--- src/rtl/alu_pkg.sv ---
// ---------------------------------------------------------------------------
// alu_pkg
// Shared definitions for the shared-ALU arbiter:
//   op_t    - 2-bit ALU operation encoding (AND/OR/ADD/SUB)
//   state_t - arbiter FSM states (IDLE -> EXEC -> RESP -> IDLE)
// ---------------------------------------------------------------------------
package alu_pkg;

    typedef enum logic [1:0] {
        OP_AND = 2'b00,
        OP_OR  = 2'b01,
        OP_ADD = 2'b10,
        OP_SUB = 2'b11
    } op_t;

    typedef enum logic [1:0] {
        S_IDLE = 2'b00,
        S_EXEC = 2'b01,
        S_RESP = 2'b10
    } state_t;

endpackage

--- src/rtl/rr_pick.sv ---
// ---------------------------------------------------------------------------
// rr_pick
// Combinational round-robin priority select. Scans the request vector
// starting at i_ptr and wrapping upward; the first set bit wins.
// Ports:
//   i_req   [NREQ-1:0] request vector
//   i_ptr   [IDW-1:0]  highest-priority index
//   o_any              at least one request present
//   o_grant [NREQ-1:0] one-hot grant (all-zero when o_any is low)
//   o_idx   [IDW-1:0]  index of the granted request
// ---------------------------------------------------------------------------
module rr_pick #(
    parameter int NREQ = 4,
    parameter int IDW  = $clog2(NREQ)
) (
    input  logic [NREQ-1:0] i_req,
    input  logic [IDW-1:0]  i_ptr,
    output logic            o_any,
    output logic [NREQ-1:0] o_grant,
    output logic [IDW-1:0]  o_idx
);

    logic [IDW-1:0] w_cand;

    always_comb begin
        o_any   = 1'b0;
        o_grant = '0;
        o_idx   = '0;
        w_cand  = '0;
        // NREQ is a power of two, so the IDW-bit add wraps naturally.
        for (int unsigned i = 0; i < NREQ; i++) begin
            w_cand = i_ptr + IDW'(i);
            if (!o_any && i_req[w_cand]) begin
                o_any           = 1'b1;
                o_grant[w_cand] = 1'b1;
                o_idx           = w_cand;
            end
        end
    end

endmodule

--- src/rtl/alu_share_arbiter.sv ---
// ---------------------------------------------------------------------------
// alu_share_arbiter
// Round-robin scheduler sharing one W-bit ALU (AND/OR/ADD/SUB) among NREQ
// requesters. One operation is accepted in IDLE, executed in EXEC and the
// tagged result is held in RESP until the consumer takes it.
// Ports:
//   clk, rst_n                 clock, asynchronous active-low reset
//   req_valid [NREQ-1:0]       per-requester operation pending
//   req_op    [2*NREQ-1:0]     per-requester op (2 bits each)
//   req_a/b   [W*NREQ-1:0]     per-requester operands (W bits each)
//   req_ready [NREQ-1:0]       one-hot acceptance (IDLE only)
//   rsp_valid/rsp_id/rsp_data  registered response, held until rsp_ready
//   rsp_ready                  consumer accepts the response
//   busy                       high whenever the FSM is not in IDLE
// Optional (macro ALU_SHARE_FLAGS_EN):
//   rsp_cout  ADD carry-out / SUB no-borrow (A >= B), 0 for AND/OR
//   rsp_zero  result equals zero
// ---------------------------------------------------------------------------
module alu_share_arbiter
    import alu_pkg::*;
#(
    parameter int W    = 4,
    parameter int NREQ = 4,
    parameter int IDW  = $clog2(NREQ)
) (
    input  logic              clk,
    input  logic              rst_n,
    input  logic [NREQ-1:0]   req_valid,
    input  logic [2*NREQ-1:0] req_op,
    input  logic [W*NREQ-1:0] req_a,
    input  logic [W*NREQ-1:0] req_b,
    output logic [NREQ-1:0]   req_ready,
    output logic              rsp_valid,
    output logic [IDW-1:0]    rsp_id,
    output logic [W-1:0]      rsp_data,
    input  logic              rsp_ready,
`ifdef ALU_SHARE_FLAGS_EN
    output logic              rsp_cout,
    output logic              rsp_zero,
`endif
    output logic              busy
);

    state_t         r_state;
    state_t         w_state_nxt;
    logic [IDW-1:0] r_ptr;
    logic [IDW-1:0] r_gid;
    op_t            r_op;
    logic [W-1:0]   r_a;
    logic [W-1:0]   r_b;
    logic           r_rsp_valid;
    logic [IDW-1:0] r_rsp_id;
    logic [W-1:0]   r_rsp_data;

    logic            w_any;
    logic [NREQ-1:0] w_grant;
    logic [IDW-1:0]  w_gidx;
    logic [1:0]      w_sel_op;
    logic [W-1:0]    w_sel_a;
    logic [W-1:0]    w_sel_b;
    logic [W-1:0]    w_res;

    rr_pick #(
        .NREQ (NREQ),
        .IDW  (IDW)
    ) u_pick (
        .i_req   (req_valid),
        .i_ptr   (r_ptr),
        .o_any   (w_any),
        .o_grant (w_grant),
        .o_idx   (w_gidx)
    );

    // Operand mux for the winning requester
    always_comb begin
        w_sel_op = '0;
        w_sel_a  = '0;
        w_sel_b  = '0;
        for (int unsigned i = 0; i < NREQ; i++) begin
            if (IDW'(i) == w_gidx) begin
                w_sel_op = req_op[2*i +: 2];
                w_sel_a  = req_a[W*i +: W];
                w_sel_b  = req_b[W*i +: W];
            end
        end
    end

    // FSM state register
    always_ff @(posedge clk or negedge rst_n) begin
        if (!rst_n) begin
            r_state <= S_IDLE;
        end else begin
            r_state <= w_state_nxt;
        end
    end

    // FSM next-state and acceptance
    always_comb begin
        w_state_nxt = r_state;
        req_ready   = '0;
        case (r_state)
            S_IDLE: begin
                if (w_any) begin
                    // Gated by rst_n so ready reads 0 while reset is held.
                    req_ready   = w_grant & {NREQ{rst_n}};
                    w_state_nxt = S_EXEC;
                end
            end
            S_EXEC: w_state_nxt = S_RESP;
            S_RESP: begin
                if (rsp_ready) begin
                    w_state_nxt = S_IDLE;
                end
            end
            default: w_state_nxt = S_IDLE;
        endcase
    end

    // Shared ALU on the latched operands
    always_comb begin
        w_res = '0;
        case (r_op)
            OP_AND:  w_res = r_a & r_b;
            OP_OR:   w_res = r_a | r_b;
            OP_ADD:  w_res = r_a + r_b;
            OP_SUB:  w_res = r_a - r_b;
            default: w_res = '0;
        endcase
    end

`ifdef ALU_SHARE_FLAGS_EN
    logic w_cout;
    logic r_rsp_cout;
    logic r_rsp_zero;

    // ADD carries exactly when the truncated sum wraps below A.
    always_comb begin
        w_cout = 1'b0;
        case (r_op)
            OP_ADD:  w_cout = (w_res < r_a);
            OP_SUB:  w_cout = (r_a >= r_b);
            default: w_cout = 1'b0;
        endcase
    end

    always_ff @(posedge clk or negedge rst_n) begin
        if (!rst_n) begin
            r_rsp_cout <= 1'b0;
            r_rsp_zero <= 1'b0;
        end else if (r_state == S_EXEC) begin
            r_rsp_cout <= w_cout;
            r_rsp_zero <= (w_res == '0);
        end
    end

    assign rsp_cout = r_rsp_cout;
    assign rsp_zero = r_rsp_zero;
`endif

    // Datapath: operand latch, response register, round-robin pointer
    always_ff @(posedge clk or negedge rst_n) begin
        if (!rst_n) begin
            r_ptr       <= '0;
            r_gid       <= '0;
            r_op        <= OP_AND;
            r_a         <= '0;
            r_b         <= '0;
            r_rsp_valid <= 1'b0;
            r_rsp_id    <= '0;
            r_rsp_data  <= '0;
        end else begin
            case (r_state)
                S_IDLE: begin
                    if (w_any) begin
                        r_gid <= w_gidx;
                        r_op  <= op_t'(w_sel_op);
                        r_a   <= w_sel_a;
                        r_b   <= w_sel_b;
                    end
                end
                S_EXEC: begin
                    r_rsp_data  <= w_res;
                    r_rsp_id    <= r_gid;
                    r_rsp_valid <= 1'b1;
                end
                S_RESP: begin
                    if (rsp_ready) begin
                        r_rsp_valid <= 1'b0;
                        r_ptr       <= r_gid + IDW'(1);
                    end
                end
                default: ;
            endcase
        end
    end

    assign rsp_valid = r_rsp_valid;
    assign rsp_id    = r_rsp_id;
    assign rsp_data  = r_rsp_data;
    assign busy      = (r_state != S_IDLE);

endmodule

--- config.mk ---
export PLATFORM = sky130hd
export DESIGN_NAME = alu_share_arbiter
export DESIGN_NICKNAME = d
export VERILOG_FILES = /design/src/rtl/alu_pkg.sv /design/src/rtl/rr_pick.sv /design/src/rtl/alu_share_arbiter.sv
export SDC_FILE = /design/constraint.sdc
export NUM_CORES = 1
export LEC_CHECK = 0
export ABC_AREA = 0
export CAP_MARGIN = 25
export CORE_MARGIN = 3
export CORE_UTILIZATION = 45
export DETAILED_ROUTE_END_ITERATION = 8
export MAX_ROUTING_LAYER = met4
export PLACE_DENSITY = 0.78
export SLEW_MARGIN = 5
export SYNTH_ARGS = -nofsm -noshare
export SYNTH_HDL_FRONTEND = slang
export SYNTH_HIERARCHICAL = 1
export SYNTH_SLANG_ARGS = --single-unit
export TNS_END_PERCENT = 100
--- constraint.sdc ---
create_clock -name clk -period 5.9 [get_ports clk]
set_clock_uncertainty 0.2 [all_clocks]
set_input_delay 1.18 -clock clk [delete_from_list [all_inputs] [get_ports clk]]
set_output_delay 1.18 -clock clk [all_outputs]
set_load 0.03 [all_outputs]
-- Yosys cells after proc, flatten, opt, wreduce, memory -nomap -nowiden
Cells that the tools add are included.
- flip-flop bits (word level): 23
- bits in latches: 0
- memory bits (writable): 0
- memory bits (read-only): 0
- bits of input ports: 47
- output and inout bits: 12
- word-level logic and storage cells: 106
- memories kept: 0
- add/sub/neg operators: 6
- multipliers: 0
- div/mod/pow operators: 0
- order comparisons: 8
- eq/ne operators: 10
- shifts and indexed selects: 0
- muxes and demuxes: 48
- bitwise logic cells: 6
- reduce and logical (&&, ||, !) cells: 19
- operators with widths (operator ; count):
    $mux W4 ; 14
    $mux W2 ; 10
    $or A4 B4 Y4 ; 4
    $pmux W4 S4 ; 1
    $mux W1 ; 13
    $lt A2 B3 Y1 const B ; 4
    $and A4 B4 Y4 ; 2
    $bmux W1 S2 ; 4
    $demux W1 S2 ; 4
    $ge A2 B1 Y1 const B ; 4
    $reduce_and A2 Y1 ; 4
    $logic_and A1 B1 Y1 ; 7
    $eq A2 B2 Y1 const B ; 3
    $logic_not A2 Y1 ; 3
    $pmux W2 S3 ; 1
    $add A2 B1 Y2 const B ; 2
    $add A2 B2 Y2 const B ; 2
    $add A4 B4 Y4 ; 1
    $eq A2 B1 Y1 const B ; 2
    $eq A2 B2 Y1 const A ; 2
    $reduce_bool A2 Y1 ; 2
    $sub A4 B4 Y4 ; 1
    $logic_not A1 Y1 ; 3
    $eq A1 B2 Y1 const A ; 1
    other kinds (3) ; 3

-- Logic depth before layout (Yosys ltp)
Gate-level depths: netlist (run 1).
- depth in word-level cells: 17
- gate-level depth with buffers: 12
- depth with buffers taken out: 9

-- Modules after synthesis
The synthesis (run 1) kept the hierarchy.
- modules (own cells, without submodules) (module ; instances ; cells each ; area an instance (sq um) ; sequential area each (sq um)):
    alu_share_arbiter ; 1 ; 126 ; 1435.1 ; 575.6
    rr_pick ; 1 ; 45 ; 419.2 ; 0.0

-- Worst setup path after synthesis (run 1)
No wires, ideal clock.
- path type: input to output
- start point: input port req_valid[2]
- end point: output port req_ready[0]
- arrival: 2.622 ns
- required time: 4.520 ns
- slack: 1.898 ns
- stages on the path: 8
- buffers on the path: 2
- cell sequence: mux4_2 -> buf_6 -> nor3_1 -> nand2b_1 -> inv_1 -> nor2_1 -> buf_2 -> and3_1
- elaborated cells between the ends (all ways): 28
- classes of those cells: 18 x mux; 4 x bitwise; 6 x reduce/logical
- RTL lines (item ; RTL line ; source):
    start: declaration ; alu_share_arbiter.sv:28 ; input logic [NREQ-1:0] req_valid,
    $bmux W1 S2 ; rr_pick.sv:33 ; if (!o_any && i_req[w_cand]) begin
    $mux W1 (not written as such) ; rr_pick.sv:33 ;
    $mux W1 ; rr_pick.sv:33 ;
    $logic_not A1 Y1 ; rr_pick.sv:33 ;
    $logic_and A1 B1 Y1 ; rr_pick.sv:33 ;
    $mux W1 ; rr_pick.sv:33 ;
    $logic_not A1 Y1 ; rr_pick.sv:33 ;
    $logic_and A1 B1 Y1 ; rr_pick.sv:33 ;
    $mux W1 ; rr_pick.sv:33 ;
    $logic_not A1 Y1 ; rr_pick.sv:33 ;
    $logic_and A1 B1 Y1 ; rr_pick.sv:33 ;
    $mux W1 * ; rr_pick.sv:33 ;
    named net w_any ; alu_share_arbiter.sv:55 ; logic w_any;
    $mux W4 * ; alu_share_arbiter.sv:103 ; if (w_any) begin
    $mux W4 * ; alu_share_arbiter.sv:101 ; case (r_state)
    end: declaration ; alu_share_arbiter.sv:32 ; output logic [NREQ-1:0] req_ready,
Mark *: on every way through the listed nets, which the timed path passes. The rest lies on a longest branch. The select of a mux whose other input is x is not followed.

-- Worst setup path in the final report (run 1)
- start point: input port req_valid[3]
- end point: output port req_ready[1]
- longest elaborated chain between the ends: 15
- elaborated cells between the ends (all ways): 28
- classes of those cells: 18 x mux; 4 x bitwise; 6 x reduce/logical
- RTL lines (item ; RTL line ; source):
    $bmux W1 S2 ; rr_pick.sv:33 ;
    $mux W1 (not written as such) ; rr_pick.sv:33 ;
    $mux W1 ; rr_pick.sv:33 ;
    $logic_not A1 Y1 ; rr_pick.sv:33 ;
    $logic_and A1 B1 Y1 ; rr_pick.sv:33 ;
    $mux W1 ; rr_pick.sv:33 ;
    $logic_not A1 Y1 ; rr_pick.sv:33 ;
    $logic_and A1 B1 Y1 ; rr_pick.sv:33 ;
    $mux W1 ; rr_pick.sv:33 ;
    $logic_not A1 Y1 ; rr_pick.sv:33 ;
    $logic_and A1 B1 Y1 ; rr_pick.sv:33 ;
    $mux W4 * ; rr_pick.sv:33 ;
    named net w_grant[1] ; alu_share_arbiter.sv:56 ; logic [NREQ-1:0] w_grant;
    $and A4 B4 Y4 * ; alu_share_arbiter.sv:105 ; req_ready = w_grant & {NREQ{rst_n}};
    $mux W4 * ; alu_share_arbiter.sv:103 ;
    $mux W4 * ; alu_share_arbiter.sv:101 ;
Marks and branches as above.

==> impl_results.md, run 1 <==
- DR vias/cell: 5.709
- Rows: 22
- Routed wire length: 4006 um
- H-tree levels: 1
- CP max-delay cell: clkdlybuf4s50_1
- Part of the Yosys area used for sequential elements: 0.3104
- CTS Hold Bufs: 0
- DR WL/cell: 14.57 um
- RSZ-0062 raised after global routing: false
- Placer Congestion: 0.8205
- # placed instances: 271
- Design area: 2515 um^2
- Startpoint types: input pin
- Worst path top cell family by delay: buffers and inverters
- TritonCTS Buffers: 3
- Setup TNS: 0 ns
- Yosys cell types: 37
- Initial antenna violation count: 0
- Multi-input logic area: 1182 um^2
- DIE HEIGHT: 70.19 um
- Worst Hold Class: flip-flop to flip-flop
- CP most frequent cell: clkdlybuf4s50_1
- Crit path largest cell delay: 0.66 ns
- First-pass GRT wire length: 6872 um
- Pre-CTS setup slack: 0.7478 ns
- I/O pin total: 59
- Min Tclk post-route: 5.157 ns
- Fraction of layout cells with a size suffix above 1: 0.1718
- Max Fclk: 193.9 MHz
- Worst Setup Path Type: input pin to output pin
- Worst skew pair latency: 0.26 ns
- Worst slew pin tran: 0.5571 ns
- FILL cells: 335
- Vias in the first global route: 1437
- Largest net degree at the start of global routing: 28
- Final Instance Count excl. Fillers: 275
- N_diodes: 0
- Required time of the critical path: 4.52 ns
- Initial DRC Count: 65
- Root buf cell: clkbuf_8
- Die area: 4927 um^2
- Area Overhead vs Synth: 35.63%
- Core ar.: 3826 um^2
- #FFs+latches synth: 23
- Final Hold Viols: 0
- Nets: 287
- Max Root-Sink Buffers: 2
- Min Hold Slack: 0.2867 ns
- Total vias in the final route: 1570
- Total GRT Usage: 0.1762
- Syn Nets: 230
- Die Wd: 70.19 um
- Slew Limit Fails: 0
- Crit Path Max Fanout: 13
- DRC: 0
- Post-Route Utilization: 0.6573
- Clock Pin Slew Worst Setup and Hold Paths: 0.08 ns
- Post-CTS Setup Inserts: 0
- Outcome: finished, final reports clean
- GRT Residual Overflow: 0
- Crit end category: output pin
- Drt pass-1 iters: 4
- Port Buffers: 58
- PnR Total Power: 1.501 mW
- Ys Warns: 6
- CTS tree: yes
- Mapped Cells: 171
- Peak supply drop: 0.3232 mV
- Placed Instance Area: 2470 um^2
- Final worst slack: 0.7431 ns
- Mean Syn Cell Area: 10.84 um^2
- Post-synthesis cell area: 1854 um^2
- P_leak: 1.030 nW
- Tcrit/Tclk final: 0.8741
- Dpl hpwl: 3112 um
- PD cells: 596.9 nW/um^2
- Detail Route Antenna Nets: 0
- Initial Util: 0.4846
- Sequential cell area: 575.6 um^2
- Clock Sinks: 23
- Slew headroom: 0.6286
- Worst Path Arrival: 3.78 ns
- Critical path buffer and inverter count: 2
- Maxcap violations: 0
- Final setup violation count: 0
- Cell chain of the critical path: clkdlybuf4s50_1, mux4_2, nor4b_4, a22oi_1, o21ai_0, and3_1, clkdlybuf4s50_1
- Post_cts resized: 0
## final timing paths
check	from	depth (start not counted)	end	slack [ns]
setup / recovery	req_valid[3]	7	req_ready[1]	0.74
hold / removal	rsp_data[2]$_DFFE_PN0P_	2	rsp_data[2]$_DFFE_PN0P_	0.29
setup reg to reg	r_ptr[0]$_DFFE_PN0P_	9	r_a[2]$_DFFE_PN0P_	2.33
hold reg to reg	rsp_data[2]$_DFFE_PN0P_	2	rsp_data[2]$_DFFE_PN0P_	0.29
max in group asynchronous	rst_n	2	r_gid[0]$_DFFE_PN0P_	4.18
min in group asynchronous	rst_n	2	r_op[1]$_DFFE_PN0P_	1.08
## final cells by class
cell class | count | share of cell area
Multi-Input combinational cell | 126 | 0.4701
Clock buffer | 4 | 0.01791
Timing Repair Buffer | 61 | 0.2398
Inverter | 13 | 0.01940
Tap cell | 48 | 0.02388
Sequential cell | 23 | 0.2289
## cells in the mapped netlist
master | number | area (um^2)
nand2b_1 | 3 | 18.77
a2111o_1 | 1 | 11.26
dfrtp_1 | 23 | 575.6
buf_2 | 3 | 15.01
nor2_1 | 6 | 22.52
and2b_2 | 1 | 8.760
o211ai_1 | 1 | 7.510
inv_1 | 13 | 48.80
buf_6 | 2 | 22.52
mux4_2 | 12 | 270.3
nor4_1 | 1 | 6.260
ha_1 | 11 | 137.6
o311ai_0 | 1 | 8.760
nor3_1 | 3 | 15.01
nand3_1 | 1 | 5.000
or3_4 | 1 | 11.26
mux2i_1 | 2 | 20.02
o21ai_0 | 19 | 95.09
clkbuf_1 | 4 | 15.01
o21a_1 | 2 | 15.01
a32o_1 | 1 | 10.01
xnor2_1 | 4 | 35.03
fa_1 | 1 | 20.02
nor4b_4 | 1 | 23.77
a2bb2oi_1 | 1 | 8.760
nand2_1 | 11 | 41.29
a22oi_1 | 8 | 60.06
o31ai_1 | 1 | 7.510
o2111ai_1 | 1 | 8.760
and2_4 | 1 | 8.760
mux4_1 | 2 | 52.55
a21oi_1 | 6 | 30.03
mux2_2 | 14 | 157.7
and3_1 | 4 | 25.02
or2_2 | 2 | 12.51
nor2b_1 | 2 | 12.51
maj3_1 | 1 | 10.01
## where the power goes
| group | switching (mW) | leakage, nW | internal (mW) |
|---|---|---|---|
| Combinational | 0.502 | 0.730 | 0.553 |
| Sequential | 0.107 | 0.277 | 0.243 |
| Clock | 0.0487 | 0.0228 | 0.0482 |
| Total | 0.657 | 1.03 | 0.844 |
## cells by family (layout without fill, tap and decap cells)
logic type / Yosys count / count (layout) / synth area share
adders and majority gates: 13 / 13 / 0.09042
AOI/OAI and AO/OA: 42 / 42 / 0.1417
and+or+nand+nor: 37 / 37 / 0.1140
muxes: 30 / 30 / 0.2699
DFF: 23 / 23 / 0.3104
buffers and inverters: 22 / 78 / 0.05465
xor gates and xnor gates: 4 / 4 / 0.01889
## layer usage
layer	up-vias	GRT usage	routed length (um)
li1	752	-	-
met1	767	0.2464	1793
met2	49	0.2728	1973
met3	2	0.02590	203
met4	0	0.03830	36
met5	-	-	0
## state kept, by name (all words and copies together), names as in the netlist
| name | count |
|---|---|
| r_a | 4 |
| r_b | 4 |
| r_gid | 2 |
| r_op | 2 |
| r_ptr | 2 |
| r_state | 2 |
| rsp_data | 4 |
| rsp_id | 2 |
| rsp_valid | 1 |
## placed cells by master, fill, tap and decap left out, drive strengths merged
| cell | netlist | routed |
|---|---|---|
| mux2i | 2 | 2 |
| xnor2 | 4 | 4 |
| a2111o | 1 | 1 |
| nand3 | 1 | 1 |
| nor4b | 1 | 1 |
| fa | 1 | 1 |
| a2bb2oi | 1 | 1 |
| mux2 | 14 | 14 |
| clkdlybuf4s50 | 0 | 58 |
| nand2b | 3 | 3 |
| nor2 | 6 | 6 |
| buf | 5 | 3 |
| a22oi | 8 | 8 |
| maj3 | 1 | 1 |
| nor2b | 2 | 2 |
| o31ai | 1 | 1 |
| and3 | 4 | 4 |
| mux4 | 14 | 14 |
| o2111ai | 1 | 1 |
| or2 | 2 | 2 |
| nand2 | 11 | 11 |
| dfrtp | 23 | 23 |
| clkbuf | 4 | 4 |
| nor4 | 1 | 1 |
| and2 | 1 | 1 |
| and2b | 1 | 1 |
| or3 | 1 | 1 |
| o211ai | 1 | 1 |
| inv | 13 | 13 |
| o21a | 2 | 2 |
| a32o | 1 | 1 |
| a21oi | 6 | 6 |
| o21ai | 19 | 19 |
| o311ai | 1 | 1 |
| nor3 | 3 | 3 |
| ha | 11 | 11 |
## tightest hold or removal path, cell delays in order (launching register included)
cell,delay [ns]
dfrtp_1,0.34
nand2_1,0.05
o21ai_0,0.06
No activity file was read; power rests on OpenSTA's default activity.
==> inputs of run 2 (changes only) <==
--- a/config.mk
+++ b/config.mk
@@ -6,7 +6,7 @@
 export NUM_CORES = 1
 export LEC_CHECK = 0
 export ABC_AREA = 0
-export CAP_MARGIN = 25
+export CAP_MARGIN = 30
 export CORE_MARGIN = 3
 export CORE_UTILIZATION = 45
 export DETAILED_ROUTE_END_ITERATION = 8
==> results of run 2 <==
Final layout, timing and power as in run 1 (identical DEF).
==> inputs of run 3 (changes only) <==
--- a/config.mk
+++ b/config.mk
@@ -9,6 +9,7 @@
 export CAP_MARGIN = 30
 export CORE_MARGIN = 3
 export CORE_UTILIZATION = 45
+export CTS_CLUSTER_DIAMETER = 50
 export DETAILED_ROUTE_END_ITERATION = 8
 export MAX_ROUTING_LAYER = met4
 export PLACE_DENSITY = 0.78
==> constraint.sdc (replaced) <==
create_clock -name clk -period 5.65 [get_ports clk]
set_clock_uncertainty 0.2 [all_clocks]
set_input_delay 0.565 -clock clk [delete_from_list [all_inputs] [get_ports clk]]
set_output_delay 0.565 -clock clk [all_outputs]
set_load 0.03 [all_outputs]
==> run 3 against run 2 <==
Final cell count stayed put. Sequential share of layout area stayed put. Sequential power is 4% higher. Register-to-register slack worse by 0.23 ns. Highest routed layer is now met3. Wire length is 5.4% lower. Total power is 3.3% higher. Worst setup slack better by 0.78 ns. Critical path type is now flip-flop to output pin. Clock power is 4% higher. Count of clock-buffer cells in the layout stayed put. Via count is 1.3% lower.
==> impl_results.md, run 3 (synthesis results as in run 1) <==
- Outcome: finished, final reports clean (unchanged)
- Vias in the first global route: 1405 (was 1437)
- Drt pass-1 iters: 4 (unchanged)
- Max Fclk: 242.1 MHz
- Min Tclk post-route: 4.130 ns
- Cell chain of the critical path: inv_1, ha_1, mux4_2, nor3_1, nand2b_1, inv_1, nor2_1, buf_4, and3_1, clkdlybuf4s50_1 (was clkdlybuf4s50_1, mux4_2, nor4b_4, a22oi_1, o21ai_0, and3_1, clkdlybuf4s50_1)
- First-pass GRT wire length: 6527 um (was 6872 um)
- Clock Sinks: 23 (unchanged)
- Final Hold Viols: 0 (unchanged)
- Placer Congestion: 0.8195 (was 0.8205)
- Reg2Reg Capture Point: r_b[2]$_DFFE_PN0P_ (was r_a[2]$_DFFE_PN0P_)
- Hold Path Cell Cnt: 2 (unchanged)
- PnR Total Power: 1.550 mW (was 1.501 mW)
- R2r startpoint: r_ptr[0]$_DFFE_PN0P_ (unchanged)
- Detail Route Antenna Nets: 0 (unchanged)
- CTS tree: yes (unchanged)
- Port Buffers: 58 (unchanged)
- Worst Hold Class: flip-flop to flip-flop (unchanged)
- Dpl hpwl: 3056 um (was 3112 um)
- FF-to-FF setup slack: 2.10 ns (was 2.33 ns)
- Die area: 4927 um^2 (unchanged)
- Critical path buffer and inverter count: 4 (was 2)
- Commonest non-fill, non-tap cell in the layout: clkdlybuf4s50_1 (unchanged)
- GRT Residual Overflow: 0 (unchanged)
- Required time of the critical path: 4.89 ns (was 4.52 ns)
- PD cells: 616.4 nW/um^2 (was 596.9 nW/um^2)
- N_diodes: 0 (unchanged)
- RSZ-0062 raised after global routing: false (unchanged)
- CP max-delay cell: dfrtp_1 (was clkdlybuf4s50_1)
- Area Overhead vs Synth: 35.63% (unchanged)
- Rows: 22 (unchanged)
- Die Wd: 70.19 um (unchanged)
- Slew Limit Fails: 0 (unchanged)
- Root buf cell: clkbuf_8 (unchanged)
- Startpoint types: flip-flop (was input pin)
- Slew headroom: 0.6329 (was 0.6286)
- Worst Setup Path Type: flip-flop to output pin (was input pin to output pin)
- Total vias in the final route: 1550 (was 1570)
- Nets: 287 (unchanged)
- Max Root-Sink Buffers: 2 (unchanged)
- DR WL/cell: 13.78 um (was 14.57 um)
- Crit path depth: 10 (was 7)
- Fraction of layout cells with a size suffix above 1: 0.1718 (unchanged)
- DIE HEIGHT: 70.19 um (unchanged)
- Crit path largest cell delay: 0.69 ns (was 0.66 ns)
- Worst Path Arrival: 3.36 ns (was 3.78 ns)
- Crit Path Max Fanout: 21 (was 13)
- Initial DRC Count: 97 (was 65)
- TritonCTS Buffers: 3 (unchanged)
- Min-delay src: rsp_data[2]$_DFFE_PN0P_ (unchanged)
- DR vias/cell: 5.636 (was 5.709)
- Routed wire length: 3790 um (was 4006 um)
- Hold Path End: rsp_data[2]$_DFFE_PN0P_ (unchanged)
- Post_cts resized: 0 (unchanged)
- Final worst slack: 1.520 ns (was 0.7431 ns)
- Peak supply drop: 0.3221 mV (was 0.3232 mV)
- CTS Hold Bufs: 0 (unchanged)
- Post-Route Utilization: 0.6573 (unchanged)
- Final setup violation count: 0 (unchanged)
- DRC: 0 (unchanged)
- Worst r2r path cells: 9 (unchanged)
- Worst path top cell family by delay: buffers and inverters (unchanged)
- Largest net degree at the start of global routing: 28 (unchanged)
- Initial Util: 0.4846 (unchanged)
- Worst skew pair latency: 0.26 ns (about the same)
- Total GRT Usage: 0.1622 (was 0.1762)
- Setup TNS: 0 ns (unchanged)
- Initial antenna violation count: 0 (unchanged)
- P_leak: 1.030 nW (unchanged)
- Crit end category: output pin (unchanged)
- Pre-CTS setup slack: 1.737 ns (was 0.7478 ns)
- Tcrit/Tclk final: 0.7309
- Clock Pin Slew Worst Setup and Hold Paths: 0.08 ns (about the same)
- I/O pin total: 59 (unchanged)
- Most frequent cells in the layout: clkdlybuf4s50_1, dfrtp_1, o21ai_0 (unchanged)
- Maxcap violations: 0 (unchanged)
- Core ar.: 3826 um^2 (unchanged)
- CP most frequent cell: inv_1 (was clkdlybuf4s50_1)
- H-tree levels: 1 (unchanged)
- Worst slew pin tran: 0.5507 ns (was 0.5571 ns)
- Post-CTS Setup Inserts: 0 (unchanged)
-- run 3: area by class of cell --
| class | count | area, um^2 |
|---|---|---|
| Timing Repair Buffer | 61 | 603.1 |
| Fill cell | 321 | 1311 |
| Clock buffer | 4 | 45.04 |
| Inverter | 13 | 48.80 |
| Tap cell | 48 | 60.06 |
| Multi-Input combinational cell | 126 | 1182 |
| Sequential cell | 23 | 575.6 |
-- run 3: worst register-to-register path: cells and delay by family (launching register included) --
family	cells	cell delay [ns]
mux	3	1.25
compound gates	2	0.20
fa+ha+maj	1	0.38
flops	1	0.69
buf+inv	2	0.41
simple gates	1	0.31
-- run 3: layer usage --
| metal | routed length (um) | track usage |
|---|---|---|
| met2 | 1880 | 0.2539 |
| met5 | 0 | - |
| met3 | 203 | 0.02590 |
| met1 | 1706 | 0.2273 |
| met4 | 0 | 0.02553 |
-- run 3: worst max path at each step --
stage	from	to	slack [ns]
global route	r_ptr[0]$_DFFE_PN0P_	req_ready[1]	1.27
finish	r_ptr[0]$_DFFE_PN0P_	req_ready[2]	1.52
detailed placement	req_valid[3]	req_ready[1]	1.74
CTS	r_ptr[0]$_DFFE_PN0P_	req_ready[2]	1.52
global placement	req_valid[3]	req_ready[1]	1.76
floorplan	r_ptr[0]$_DFFE_PN0P_	r_a[2]$_DFFE_PN0P_	2.40
-- run 3: through the flow --
step,area [um^2],std cells,hold slack [ns]
final,2515,275,0.2875
after global routing,2515,275,0.3262
after CTS,2515,275,0.2956
after detailed placement,2470,271,0.2776
after global placement,2470,271,0.2620
after floorplan,1854,171,0.06941
-- run 3: power breakdown --
| group | internal (mW) | total, mW | switching (mW) |
|---|---|---|---|
| logic | 0.578 | 1.09 | 0.509 |
| registers | 0.253 | 0.362 | 0.109 |
| clock network | 0.0503 | 0.101 | 0.0504 |
